`src/rtl/line_serializer.sv`:
```
// Line serializer: holds one packed line and streams it out byte-wise,
// framed by a sync byte and an 8-bit line index, over a valid/ready port.
module line_serializer #(
  parameter int          HSIZE     = 768,
  parameter logic [7:0]  SYNC_BYTE = 8'hA5
) (
  input  logic             clk,
  input  logic             rst,
  input  logic [HSIZE-1:0] line_in,
  input  logic             line_valid,
  output logic             line_ready,
  output logic [7:0]       m_data,
  output logic             m_valid,
  input  logic             m_ready,
  output logic             busy,
  output logic             overrun,
  output logic [7:0]       drop_count
);

  localparam int NB = HSIZE / 8;
  localparam int CW = (NB > 1) ? $clog2(NB) : 1;
  localparam logic [CW-1:0] LAST = CW'(NB - 1);

  localparam logic [1:0] S_IDLE = 2'd0;
  localparam logic [1:0] S_SYNC = 2'd1;
  localparam logic [1:0] S_IDX  = 2'd2;
  localparam logic [1:0] S_PAY  = 2'd3;

  logic [1:0]       state_q, state_d;
  logic [HSIZE-1:0] line_q, line_d;
  logic [CW-1:0]    cnt_q, cnt_d;
  logic [CW-1:0]    cnt_inc;
  logic [7:0]       idx_q, idx_d;
  logic [7:0]       data_q, data_d;
  logic             valid_q, valid_d;
  logic             ovr_q, ovr_d;
  logic [7:0]       drop_q, drop_d;
  logic             hs;

  assign hs      = valid_q && m_ready;
  assign cnt_inc = cnt_q + CW'(1);

  always_comb begin
    state_d = state_q;
    line_d  = line_q;
    cnt_d   = cnt_q;
    idx_d   = idx_q;
    data_d  = data_q;
    valid_d = valid_q;
    ovr_d   = ovr_q;
    drop_d  = drop_q;
    unique case (state_q)
      S_IDLE: begin
        if (line_valid) begin
          line_d  = line_in;
          cnt_d   = '0;
          state_d = S_SYNC;
          valid_d = 1'b1;
          data_d  = SYNC_BYTE;
        end
      end
      S_SYNC: begin
        if (hs) begin
          state_d = S_IDX;
          data_d  = idx_q;
        end
      end
      S_IDX: begin
        if (hs) begin
          state_d = S_PAY;
          cnt_d   = '0;
          data_d  = line_q[7:0];
        end
      end
      S_PAY: begin
        if (hs) begin
          if (cnt_q == LAST) begin
            valid_d = 1'b0;
            idx_d   = idx_q + 8'd1;
            state_d = S_IDLE;
          end else begin
            cnt_d  = cnt_inc;
            data_d = line_q[{cnt_inc, 3'b000} +: 8];
          end
        end
      end
      default: state_d = S_IDLE;
    endcase
    // a line offered while a frame is still draining is lost
    if (line_valid && state_q != S_IDLE) begin
      ovr_d = 1'b1;
      if (drop_q != 8'hFF) drop_d = drop_q + 8'd1;
    end
  end

  always_ff @(posedge clk or posedge rst) begin
    if (rst) begin
      state_q <= S_IDLE;
      line_q  <= '0;
      cnt_q   <= '0;
      idx_q   <= '0;
      data_q  <= '0;
      valid_q <= 1'b0;
      ovr_q   <= 1'b0;
      drop_q  <= '0;
    end else begin
      state_q <= state_d;
      line_q  <= line_d;
      cnt_q   <= cnt_d;
      idx_q   <= idx_d;
      data_q  <= data_d;
      valid_q <= valid_d;
      ovr_q   <= ovr_d;
      drop_q  <= drop_d;
    end
  end

  assign line_ready = (state_q == S_IDLE);
  assign busy       = !line_ready;
  assign m_data     = data_q;
  assign m_valid    = valid_q;
  assign overrun    = ovr_q;
  assign drop_count = drop_q;

endmodule
```
`config.mk`:
```
export PLATFORM = sky130hd
export DESIGN_NAME = line_serializer
export DESIGN_NICKNAME = d
export VERILOG_FILES = /design/src/rtl/line_serializer.sv
export SDC_FILE = /design/constraint.sdc
export NUM_CORES = 2
export LEC_CHECK = 0
export CAP_MARGIN = 20
export CORE_MARGIN = 2
export CORE_UTILIZATION = 30
export DETAILED_ROUTE_END_ITERATION = 12
export GPL_ROUTABILITY_DRIVEN = 1
export GPL_TIMING_DRIVEN = 1
export HOLD_SLACK_MARGIN = 0.02
export PLACE_DENSITY = 0.53
export RECOVER_POWER = 100
export SETUP_SLACK_MARGIN = 0.2
export SLEW_MARGIN = 40
export SYNTH_ARGS = -nofsm -noshare
export SYNTH_HDL_FRONTEND = slang
export SYNTH_SLANG_ARGS = --single-unit
```
`constraint.sdc`:
```
create_clock -name clk -period 36.8 [get_ports clk]
set_input_delay 5.52 -clock clk [delete_from_list [all_inputs] [get_ports clk]]
set_output_delay 5.52 -clock clk [all_outputs]
set_load 0.02 [all_outputs]
```
==> results.md <==
* Max clock buf depth at 3
* CTS Sinks at 803
* 1st-iter DRT viols at 1,362
* Hold Slack at 466.2 ps
* Die footprint at 125,200 sq um
* Setup TNS at 0 ps
* First-pass GRT wire length at 187,800 um
* CTS clk-pin slew, worst paths at 60 ps
* Internal power at 0.001565 W
* Yosys warns at 0
* Slew of the pin with the lowest slew margin at 5279 ps
* Crit path max fanout at 84
* Req. time, crit path at 37,380 ps
* CP Cell Sequence: dlygate4sd3_1, nand2_1, clkbuf_1, clkbuf_1, clkbuf_1, clkbuf_1, clkbuf_1, mux2_2
* Asr flop ratio synth at 1.000
* Final Hold Fails at 0
* Post-synthesis cell count at 2,382
* Post-CTS setup repair buffer count at 0
* Layout cell share with drive strength beyond 1 at 0.3554
* NetSw at 0.0004332 W
* CTS buffer count at 95
* Initial DRT Pass Iterations at 6
* Root Driver: clkbuf_16
* Peak VDD IR at 0.03491 mV
* Port buffer count at 791
* Main synth FF type: dfrtp_1
* Initial core utilization at 0.3021
* Crit-path slowest cell: clkbuf_1
* Vias per Instance at 4.926
* P_leak at 22.59 nW
* Utilization after layout at 0.4070
* DRC errors left at 0
* EDFF count, synth at 0
* Synth area leader: dfrtp_1
* Via count at 23.99k
* WP data arrival at 20,970 ps
* Row count at 128
* ANT nets after route at 0
* # hold bufs at CTS at 0
* FF+latch count, synth at 803
* Flop pwr share at 0.446
* Kind of cell adding the most delay to the critical path: buffers and inverters
* Register area share after synthesis at 0.5472
* Final period utilization at 0.5541
* RSZ-0062 raised after global routing: false
* CTS resizes at 0
* Slew headroom at -2.519
* Tot GR Track Use at 0.2059
* Most frequent CP cell: clkbuf_1
* Vias in the first global route at 26.73k
* Count leader, synth: dfrtp_1
* Crit. End Element: flop
* Slew Viols, Final at 1,452
* I/O Pins at 792
* Max incr delay on CP at 3290 ps
* Area of the multi-input gates at 15,760 sq um
* Pin count of the biggest net entering global routing at 113
* Reg area at 20,100 sq um
* Gr ovfl total at 0
* Syn nets at 3,161
* Status: finished, violations left
* Clock period minus worst slack at 20,390 ps
* Power Density at 40.39 nW/um^2
* Top cells by count, synth: dfrtp_1, mux2_2, mux4_2
* Initial antenna violation count at 56
* Comb power frac at 0.062
* Die Width at 353.9 um
* Post-Syn Area per Cell at 15.42 sq um
* Core area at 121,600 sq um
* Final #Nets at 3,922
* Placer Congestion at 0.8640
* Layout area overhead at 34.73%
* Critical path class: in -> reg
* CTS tree: yes
* Final Setup Violations at 0
* H-tree lvl count at 3
* Post-Route WL at 131,200 um
* Bufs and invs on worst path at 6
* Hold Path Class: reg -> reg
* Max_cap viols at 21
* Mapped cell area at 36,720 sq um
* Top cell type's share of synthesized area at 0.5472
* Synth unique cells at 60
* Failing checks: capacitance limit, slew limit
* Routed len/inst at 26.93 um
* Die height at 353.9 um
* Crit path launch type: input port
* Worst Skew at 20.05 ps
* Clk pwr share at 0.492
* Clk_lat worst skew at 670 ps
* Fmax at 49.04 MHz
* Detail Placement HPWL at 98,460 um
* Synth top area cells: dfrtp_1, mux2_2, mux4_2
* Fill cells at 11.12k
* Switching Fraction at 0.2168
-- power by group through the flow --
stage	combinational, W	clock (W)	sequential (W)
after floorplan	0.0000196	0	0.000912
after global routing	0.000132	0.00105	0.000891
after CTS	0.000128	0.00101	0.000891
after detailed placement	0.000128	0	0.000907
after global placement	0.000125	0	0.000907
final	0.000123	0.000984	0.000891
-- stage by stage --
| stage | worst slack, ps | instances | instance area [sq um] | total power (W) |
|---|---|---|---|---|
| final | 16410 | 4870 | 49470 | 0.001998 |
| after global routing | 14990 | 4866 | 49460 | 0.002072 |
| after CTS | 27280 | 4839 | 49590 | 0.002031 |
| after detailed placement | 26540 | 4669 | 46350 | 0.001035 |
| after global placement | 25980 | 4662 | 46130 | 0.001032 |
| after floorplan | 8729 | 2382 | 36720 | 0.0009315 |
-- placed cells by master, fill, tap and decap left out, types with 19 or more instances in the layout --
cell type | Yosys | routed
dfrtp_1 | 803 | 802
mux4_2 | 198 | 198
dlygate4sd3_1 | 0 | 23
diode_2 | 0 | 29
clkdlybuf4s50_1 | 0 | 768
and3_1 | 26 | 26
clkbuf_1 | 94 | 47
mux2_2 | 772 | 769
nand3_1 | 46 | 46
clkbuf_16 | 0 | 95
a31oi_1 | 19 | 19
nand2_1 | 166 | 166
-- flip-flops by register name (all words and copies together) (netlist names) --
register	flops
idx_q	8
m_valid	1
cnt_q	7
drop_count	8
overrun	1
line_q	768
m_data	8
state_q	2
-- path summary, 6_finish.rpt --
path	startpoint	to	slack, ps	cells past startpoint
setup / recovery	line_valid	line_q[478]	16410	8
hold / removal	overrun	overrun	470	1
setup reg to reg	state_q[0]	line_q[478]	21040	9
hold reg to reg	overrun	overrun	470	1
max in group asynchronous	rst	line_q[588]	17660	8
min in group asynchronous	rst	line_q[257]	6890	2
-- cell type report --
type | count | area share
Antenna cell | 29 | 0.001467
Clock buffer | 137 | 0.05407
Tap cell | 1625 | 0.04110
Inverter | 6 | 0.0004805
Clock inverter | 33 | 0.01146
Multi-Input combinational cell | 1406 | 0.3186
Timing Repair Buffer | 831 | 0.1666
Sequential cell | 803 | 0.4062
-- per-layer routing --
metal / part of all wire / vias up / wire (um) / track usage
li1: - / 10430 / - / -
met1: 0.40 / 12630 / 52030 / 0.2473
met2: 0.51 / 688 / 67200 / 0.3584
met3: 0.061 / 194 / 8041 / 0.05309
met4: 0.028 / 38 / 3647 / 0.06791
met5: 0.0018 / - / 237 / 0
-- kinds of logic after synthesis --
logic type / count (synthesis) / synth area share
AND/OR/NAND/NOR: 287 / 0.03605
flip-flops: 803 / 0.5472
buffers and inverters: 173 / 0.02504
adder cells (fa/ha/maj): 7 / 0.002385
AO/OA/AOI/OAI: 103 / 0.01976
multiplexers: 986 / 0.3634
XOR/XNOR: 23 / 0.006099
Note: power is estimated with default switching activity, not from simulation.
